===== config.mk =====
export PLATFORM = sky130hd
export DESIGN_NAME = pipe_hazard_sb
export DESIGN_NICKNAME = d
export VERILOG_FILES = /design/src/rtl/pipe_hazard_sb.sv
export SDC_FILE = /design/constraint.sdc
export NUM_CORES = 1
export LEC_CHECK = 0
export ABC_AREA = 1
export CORE_MARGIN = 10
export CORE_UTILIZATION = 40
export CTS_BUF_LIST = sky130_fd_sc_hd__clkbuf_8
export CTS_CLUSTER_DIAMETER = 30
export CTS_CLUSTER_SIZE = 24
export DETAILED_ROUTE_END_ITERATION = 10
export PLACE_DENSITY = 0.6
export SYNTH_ARGS = -nofsm -noshare
export SYNTH_HDL_FRONTEND = slang
export SYNTH_SLANG_ARGS = --single-unit

===== constraint.sdc =====
create_clock -name clk -period 2 [get_ports clk]
set_input_delay 0.5 -clock clk [delete_from_list [all_inputs] [get_ports clk]]
set_output_delay 0.5 -clock clk [all_outputs]
set_load 0.02 [all_outputs]

===== src/rtl/pipe_hazard_sb.sv =====
// Decode-stage hazard unit: per-operand forwarding selects, load-use/multi-cycle stall, MC scoreboard.
// Latency: selects, nostall and mc_wb are combinational from registered state plus current id_* inputs.
// Backpressure: nostall=0 holds the decode instruction; hold freezes all tracked state and suppresses mc_wb.
module pipe_hazard_sb #(
  parameter int DEPTH    = 3,
  parameter int LOAD_LAT = 2,
  parameter int MC_LAT   = 8,
  localparam int FW      = $clog2(DEPTH + 1)
) (
  input  logic          clk,
  input  logic          clr,
  input  logic          hold,
  input  logic          id_valid,
  input  logic [4:0]    id_rs,
  input  logic [4:0]    id_rt,
  input  logic          id_use_rs,
  input  logic          id_use_rt,
  input  logic          id_wreg,
  input  logic          id_load,
  input  logic          id_mc,
  input  logic [4:0]    id_rn,
  output logic [FW-1:0] fwda,
  output logic [FW-1:0] fwdb,
  output logic          nostall,
  output logic          mc_busy,
  output logic          mc_wb,
  output logic [4:0]    mc_wb_rn
);

  // One in-flight instruction as seen by the hazard logic.
  typedef struct packed {
    logic       v;
    logic       wreg;
    logic       load;
    logic [4:0] rn;
  } stage_rec_t;

  stage_rec_t stg [1:DEPTH];

  logic       issue;
  logic       mc_issue;
  logic       lu_a;
  logic       lu_b;
  logic       mc_stall;
  logic       busy;
  logic [7:0] cnt;
  logic [4:0] mc_rn;

  assign issue    = id_valid & nostall & ~hold;
  assign mc_issue = issue & id_mc;

  // Shift the stage records one step per unfrozen cycle; stage 1 takes the issuing instruction or a bubble.
  always_ff @(posedge clk or posedge clr) begin
    if (clr) begin
      for (int k = 1; k <= DEPTH; k++) begin
        stg[k] <= '0;
      end
    end else if (!hold) begin
      // MC results return through the scoreboard, not the pipeline, so they never forward from a stage.
      stg[1].v    <= issue;
      stg[1].wreg <= issue & id_wreg & ~id_mc;
      stg[1].load <= issue & id_load;
      stg[1].rn   <= issue ? id_rn : 5'd0;
      for (int k = 2; k <= DEPTH; k++) begin
        stg[k] <= stg[k-1];
      end
    end
  end

  // Operand A: youngest matching producer wins; flag a load that is not yet forwardable.
  always_comb begin
    fwda = '0;
    lu_a = 1'b0;
    for (int k = DEPTH; k >= 1; k--) begin
      if (id_use_rs && stg[k].v && stg[k].wreg && (stg[k].rn != 5'd0) && (stg[k].rn == id_rs)) begin
        fwda = FW'(k);
        lu_a = stg[k].load && (k < LOAD_LAT);
      end
    end
  end

  // Operand B: same priority search against rt.
  always_comb begin
    fwdb = '0;
    lu_b = 1'b0;
    for (int k = DEPTH; k >= 1; k--) begin
      if (id_use_rt && stg[k].v && stg[k].wreg && (stg[k].rn != 5'd0) && (stg[k].rn == id_rt)) begin
        fwdb = FW'(k);
        lu_b = stg[k].load && (k < LOAD_LAT);
      end
    end
  end

  // Multi-cycle hazards while the unit is occupied: structural, RAW on its destination, WAW on its destination.
  always_comb begin
    mc_stall = 1'b0;
    if (busy) begin
      if (id_mc) begin
        mc_stall = 1'b1;
      end
      if (id_use_rs && (mc_rn != 5'd0) && (id_rs == mc_rn)) begin
        mc_stall = 1'b1;
      end
      if (id_use_rt && (mc_rn != 5'd0) && (id_rt == mc_rn)) begin
        mc_stall = 1'b1;
      end
      if (id_wreg && (mc_rn != 5'd0) && (id_rn == mc_rn)) begin
        mc_stall = 1'b1;
      end
    end
  end

  assign nostall = ~id_valid | ~(lu_a | lu_b | mc_stall);

  // Scoreboard: load the countdown on MC issue, count down while occupied, release on the write-back edge.
  always_ff @(posedge clk or posedge clr) begin
    if (clr) begin
      busy  <= 1'b0;
      cnt   <= 8'd0;
      mc_rn <= 5'd0;
    end else if (!hold) begin
      if (mc_issue) begin
        busy  <= 1'b1;
        cnt   <= 8'(MC_LAT);
        mc_rn <= id_rn;
      end else if (busy) begin
        cnt <= cnt - 8'd1;
        if (cnt == 8'd1) begin
          busy <= 1'b0;
        end
      end
    end
  end

  assign mc_busy  = busy;
  assign mc_wb    = busy & (cnt == 8'd1) & ~hold;
  assign mc_wb_rn = mc_rn;

endmodule

Yosys cells after proc, flatten, opt, wreduce, memory -nomap -nowiden
Cells that the tools add are included.
{ "classes": {"n_reduce_logical": 37, "n_eq_ne": 10, "muxes": 19, "add_sub_neg": 1, "n_bitwise": 15} }
{ "ops": {"columns": ["op", "count"], "rows": [
  ["== test 5 bit", 9],
  ["logical AND 1 bit", 30],
  ["nonzero test 5 bit", 4],
  ["two-way mux 8 bit", 2],
  ["two-way mux 2 bit", 6],
  ["two-way mux 1 bit", 10],
  ["bitwise AND 1 bit", 8],
  ["== test 8 x 1 -> 1 bit, second input constant", 1],
  ["subtractor 8 x 1 -> 8 bit, second input constant", 1],
  ["two-way mux 5 bit", 1],
  ["inverter 1 bit", 4],
  ["AND reduction 2 bit", 2],
  ["OR 1 bit", 3],
  ["nonzero test 2 bit", 1]
]} }
{ "totals": {"in_bits": 24, "regBits": 36} }

Longest topological paths before layout
Gate-level depths: netlist of the first run.
{ "logic_depth": {"word_depth": 15, "mapped_depth": 14, "depth_no_buf": 12} }

Least setup slack after synthesis of the first run
Ideal clock, no wire load.
{ "synth_timing": {"path_kind": "input port to output port", "start": "in id_rt[0]", "end": "out fwdb[1]", "required_ns": 1.500, "arrival_time_ns": 1.585, "n_path_buf": 0, "setup_slack_ns": -0.085, "path_stages": 5, "cell_sequence": "xor2_1 -> nor3_1 -> nor3b_1 -> nand3_1 -> a21boi_0"} }
{ "synth_via": {"elab_chain_cells": 5, "elab_cells_between_ends": 9, "classes_between": "eq/ne: 3; mux: 3; reduce/logical: 3"} }
{ "synth_lines": {"columns": ["element", "line_no", "source"], "rows": [
  ["from (decl)", "15", "input logic [4:0] id_rt,"],
  ["== test 5 bit", "87", "if (id_use_rt && stg[k].v && stg[k].wreg && (stg[k].rn != 5'd0) && (stg[k].rn == id_rt)) begin"],
  ["logical AND 1 bit", "87", null],
  ["two-way mux 2 bit (2 in a row)", "87", null],
  ["two-way mux 2 bit (*)", "87", null],
  ["to (decl)", "23", "output logic [FW-1:0] fwdb,"]
]} }
Mark *: on every way between the ends. The rest lies on a longest branch, timed or not.

Final worst setup path of the first run
{ "layout_timing": {"start": "in id_rt[1]", "end": "out fwdb[1]"} }
The elaborated chain is that of the path after synthesis.

==> results of run 1 <==
logic make-up after synthesis:
kind of cell	after synthesis	share of synthesized area, %
and+or+nand+nor	195	36.2
buffers and inverters	55	9.32
AOI/OAI and AO/OA	34	8.74
xor gates and xnor gates	17	6.34
DFF	36	38.4
adders and majority gates	2	1.07
Yosys cell counts (2+ instances only):
master / n / share of area [%]
nand2_1: 105 / 17
nor2_1: 39 / 6.2
inv_1: 38 / 6.1
dfrtp_1: 36 / 38
nand3_1: 24 / 5.1
o21ai_0: 18 / 3.8
xor2_1: 15 / 5.6
inv_2: 11 / 1.8
nor3_1: 9 / 1.9
o22ai_1: 5 / 1.3
nand4_1: 4 / 1.1
clkbuf_1: 3 / 0.48
a21oi_1: 2 / 0.43
and3_1: 2 / 0.53
ha_1: 2 / 1.1
nand2_2: 2 / 0.53
nor4_1: 2 / 0.53
o21ai_2: 2 / 0.75
or2_2: 2 / 0.53
xnor2_1: 2 / 0.75
registers in the layout, summed over array words and instances (netlist names):
| register | flops |
|---|---|
| cnt | 8 |
| mc_wb_rn | 5 |
| stg | 22 |
| mc_busy | 1 |
cell type report:
| class | instances | area [um^2] | share of cell area (%) |
|---|---|---|---|
| Timing Repair Buffer | 100 | 805 | 23.6 |
| Clock buffer | 5 | 68.8 | 2.01 |
| Multi-Input combinational cell | 248 | 1310 | 38.2 |
| Inverter | 50 | 190 | 5.57 |
| Sequential cell | 36 | 913 | 26.7 |
| Tap cell | 72 | 90.1 | 2.64 |
| Clock inverter | 3 | 42.5 | 1.25 |
metal layers:
layer  up-vias  global-route usage [%]  share of wire, %  routed length, um
li1       1278                       -                 -                  -
met1      1145                    18.3                48               3370
met2        54                    24.9                46               3280
met3        14                    3.34               3.7                260
met4         0                    5.30               2.0                144
met5         -                       0                 0                  0
power by group through the flow:
stage / logic [mW] / registers (mW) / clock network (mW)
final: 1.48 / 1.13 / 0.656
after global routing: 1.66 / 1.15 / 0.708
after CTS: 1.41 / 1.11 / 0.676
after detailed placement: 1.36 / 1.11 / 0
after global placement: 1.34 / 1.11 / 0
after floorplan: 0.668 / 1.14 / 0
worst max-delay path, stage by stage:
cell	delay, ps
clkdlybuf4s15_2	240
nand2_2	90
o21ai_1	60
nor4_1	290
nand3_1	170
a21boi_1	170
buf_4	160
layout by cell type, fill, tap and decap left out, types with 2 or more instances in the layout:
master,n
nand2_1,99
buf_4,64
nor2_1,35
inv_1,31
dfrtp_1,26
nand3_1,24
inv_2,17
o21ai_0,15
xor2_1,14
dfrtp_2,10
clkdlybuf4s50_1,9
nand2_2,8
buf_2,6
dlygate4sd2_1,6
buf_6,6
nor3_1,5
o22ai_1,5
clkbuf_8,5
nor3_2,4
nand4_1,4
o21ai_1,3
nor2_2,3
clkbuf_2,3
clkdlybuf4s15_2,3
a21oi_2,2
o21ai_2,2
and3_1,2
xnor2_1,2
or2_2,2
ha_1,2
dlymetal6s2s_1,2
final timing paths:
check | endpoint | slack (ps) | depth (start not counted)
max | fwdb[1] | -180 | 7
min | stg[6] | 520 | 2
max reg2reg | mc_wb_rn[3] | 150 | 8
min reg2reg | stg[6] | 520 | 2
max in group asynchronous | mc_wb_rn[0] | 1010 | 3
min in group asynchronous | stg[6] | 610 | 3
through the flow:
step                instances  hold slack, ps
detailed placement        496             512
global placement          496             502
floorplan                 339             470
finish                    514             523
CTS                       507             533
global route              514             565
what timing repair did:
action	in CTS	in global routing
setup buffers	3	7
pin swaps	16	27
endpoints found under the setup margin	32	13
resized for setup	84	41
endpoints found under the hold margin	0	0
==> impl_results.md, run 1 <==
- Sw Ratio: 38.1%
- Fmax: 458 MHz
- Clock Skew: 8.25 ps
- Max Cap Viol: 0
- Antenna Diode Count: 0
- Clock Power Share: 20.1%
- Seq pwr share: 34.5%
- Total negative setup slack: -826 ps
- Post-layout util: 60.9%
- Syn Area/Cell: 6.93 um^2
- Die width: 96.6 um
- Clk buf depth: 2
- ANT nets after route: 0
- Worst Setup Path Type: input port to output port
- Worst skew pair latency: 300 ps
- P_sw: 1.24 mW
- Hold buffers post-CTS: 0
- Count of final hold-check violations: 0
- Combinational cell fraction of total power: 45.4%
- Number of fillers in the final layout: 547
- Largest fanout on the critical path: 5
- Die height: 96.6 um
- Synth warnings: 0
- Boundary pin count: 36
- Hold_sp: stg[6]
- Initial DRC Count: 129
- Area grow syn2layout: 45.4%
- Clock-pin slew on the worst setup and hold paths: 80 ps
- EDFF count, synth: 0
- Internal power: 2.02 mW
- Library cells used by synthesis: 36
- CTS Buf Count: 5
- First-pass GRT wire length: 11,900 um
- Critical path origin: id_rt[1]
- Leakage: 1.86 nW
- Sequential area share after synthesis: 38.4%
- Dpl cell area: 0.00317 mm^2
- Routed WL: 7050 um
- Core ar.: 0.00561 mm^2
- Gr ovfl total: 0
- Worst Path Arrival: 1680 ps
- Worst Hold Class: register to register
- Post-Syn Area: 0.00235 mm^2
- Setup-failing EPs final: 5
- CTS sink cnt: 36
- PD cells: 955 mW/mm^2
- GP Congestion: 0.917
- DP Worst Slack: -990 ps
- Initial core utilization: 41.9%
- Slew headroom: 67.4%
- WL per Instance: 13.7 um
- Final period utilization: 109%
- Worst Tran Pin Value: 489 ps
- Unrepaired setup endpoints after global routing: yes
- Die area: 0.00934 mm^2
- H-tree Lvls: 2
- Cell area after layout: 0.00342 mm^2
- Ys flop type: dfrtp_1
- WP data required: 1500 ps
- Post-route DRC violation count: 0
- Syn Nets: 365
- Via Count: 2,491
- Initial antenna violation count: 0
- Synth async-reset ratio: 100%
- CTS tree: done
- IO buf count: 35
- TritonRoute pass-1 iters: 4
- Nets: 467
- Detail Placement HPWL: 5340 um
- Total global-route track usage: 14.9%
- Final min period: 2180 ps
- Worst flop-to-flop path startpoint: stg[18]
- Status: finished, violations left
- Critical path endpoint category: output port
- Worst setup slack after layout: -184 ps
- Failing checks: negative setup slack
- Fin. max-slew vios: 0
- Share of layout cells above drive strength 1: 33.7%
- Post-synthesis register bit count: 36
- Clock root buffer: clkbuf_8
- CP Launch Type: input port
- Power, Total: 3.26 mW
- Vias in the first global route: 2,602
- Largest net degree at the start of global routing: 37
- Cells after synthesis: 339
- Peak VDD IR: 0.000628 V
- Row cnt: 27
- Vias per cell: 4.85
(Power assumes the default switching activity.)
==> run 2, diff against run 1 <==
CAP_MARGIN = 5   (was default)
==> results of run 2 <==
The final DEF is identical to that of run 1; final timing and power are the same.
==> run 3, diff against run 2 <==
CTS_CLUSTER_DIAMETER = 50   (was 30)
TNS_END_PERCENT = 5   (was default)
==> run 3 against run 2 <==
  * The flow still finishes with violations (negative setup slack)
  * Largest power group unchanged
  * Hold slack improved by 4.4 ps
  * Critical path type is now register to output port
  * Register-to-register slack got worse by 20 ps
  * Wire length decreased by 2.2%
  * Fmax decreased by 1.7%
  * Highest routed layer unchanged
  * Design area decreased by 3.2%
  * Utilization decreased by 2.0 points
  * Largest cell class unchanged
==> impl_results.md, run 3 (synthesis gave the netlist of run 1 again) <==
- ANT nets after route: 0
- CP Launch Type: register
- Initial DRC Count: 96
- Clock Skew: 8.64 ps
- Vias in the first global route: 2,601
- H-tree Lvls: 2
- Failing checks: negative setup slack
- Setup-failing EPs final: 5
- Boundary pin count: 36
- Nets: 459
- Initial antenna violation count: 0
- Largest reg by FF count: stg
- Worst Setup Path Type: register to output port
- Fmax: 450 MHz
- Final period utilization: 111%
- Largest net degree at the start of global routing: 37
- CTS sink cnt: 36
- Placed insts: 496
- CTS Buf Count: 5
- Gr ovfl total: 0
- Most common cell after layout, fill and taps aside: nand2_1
- Worst Tran Pin Value: 486 ps
- Detail Placement HPWL: 5340 um
- Routed WL: 6900 um
- Peak VDD IR: 0.000612 V
- Status: finished, violations left
- Worst Path Arrival: 1720 ps
- Max Cap Viol: 0
- Area grow syn2layout: 40.8%
- Most frequent cells in the layout: nand2_1 (103), buf_4 (60), nor2_1 (38)
- Count of final hold-check violations: 0
- Die width: 96.6 um
- Footprint of the multi-input gates: 0.00126 mm^2
- PD cells: 955 mW/mm^2
- Unrepaired setup endpoints after global routing: yes
- Number of fillers in the final layout: 566
- Core ar.: 0.00561 mm^2
- Worst skew pair latency: 290 ps
- WP data required: 1500 ps
- Total global-route track usage: 14.9%
- Die height: 96.6 um
- Antenna Diode Count: 0
- Post-Layout Cell Count: 506
- Fin. max-slew vios: 0
- Share of layout cells above drive strength 1: 28.6%
- CTS tree: done
- Clock root buffer: clkbuf_8
- Initial core utilization: 41.9%
- Row cnt: 27
- Die area: 0.00934 mm^2
- Hold buffers post-CTS: 0
- GP Congestion: 0.917
- Register Area: 911 um^2
- Worst Hold Class: register to register
- Largest fanout on the critical path: 4
- Leakage: 1.80 nW
- Clk buf depth: 2
- TritonRoute pass-1 iters: 4
- Power, Total: 3.16 mW
- Final min period: 2220 ps
- Vias per cell: 4.83
- Max reg flops: 22
- Slew headroom: 67.6%
- IO buf count: 35
- Via Count: 2,443
- Critical path endpoint category: output port
- WL per Instance: 13.6 um
- Post-route DRC violation count: 0
- Worst setup slack after layout: -221 ps
- Clock-pin slew on the worst setup and hold paths: 80 ps
- First-pass GRT wire length: 11,900 um
## run 3: cell types whose count changed in the layout (fill, tap and decap cells not counted), sizes merged
cell	previous run	this run
buf	76	65
clkdlybuf4s15	4	6
clkdlybuf4s50	9	10
dlygate4sd2	6	7
dlymetal6s2s	2	1
## run 3: worst max-delay path, cell delays in order, from the launching register on
cell and delay [ps]:
dfrtp_1 400, inv_1 120, nand2_1 80, o21ai_0 80, nor4_1 270, nand3_1 170
a21boi_1 150, buf_4 160
## run 3: final cells by class
type / instances / share of cell area (%)
sequential: 36 / 27.6
tap: 72 / 2.73
inverter: 50 / 5.68
timing repair buffer: 92 / 22.5
clock buffer: 5 / 2.08
multi-input combinational: 248 / 38.2
clock inverter: 3 / 1.29
## run 3: path summary, 6_finish.rpt
check	start	endpoint	slack, ps	depth (start not counted)
worst max-delay path	stg[9]	fwdb[1]	-220	7
worst min-delay path	stg[6]	stg[6]	530	2
worst max register to register	stg[18]	mc_wb_rn[3]	130	8
worst min register to register	stg[6]	stg[6]	530	2
max in group asynchronous	clr	mc_wb_rn[0]	1010	3
min in group asynchronous	clr	stg[7]	610	3
## run 3: where the power goes
group	switching [mW]	leakage [nW]	internal (mW)
logic	0.707	1.29	0.673
registers	0.206	0.457	0.915
clock network	0.284	0.0541	0.369
total	1.20	1.80	1.96
## run 3: repair_timing
action,4_1_cts,5_1_grt
setup buffers,2,0
pin swaps,15,6
endpoints found under the hold margin,0,0
resized for setup,78,19
endpoints found under the setup margin,32,13
## run 3: stage by stage
stage	setup TNS, ps	utilization [%]	instance area [um^2]	setup slack, ps	hold slack [ps]
2_1_floorplan	0	-	2350	59.6	470
6_report	-970	58.9	3310	-221	527
5_1_grt	-1580	58.9	3310	-317	565
3_3_place_gp	-12500	56.5	3170	-939	502
3_5_place_dp	-13070	56.5	3170	-990	512
4_1_cts	-1000	58.9	3300	-212	533
## run 3: per-layer routing
metal	up-vias	GRT usage [%]	wire length, um
met5	-	0	0
li1	1258	-	-
met4	0	5.30	98
met1	1123	18.4	3360
met2	54	24.7	3200
met3	8	3.26	242
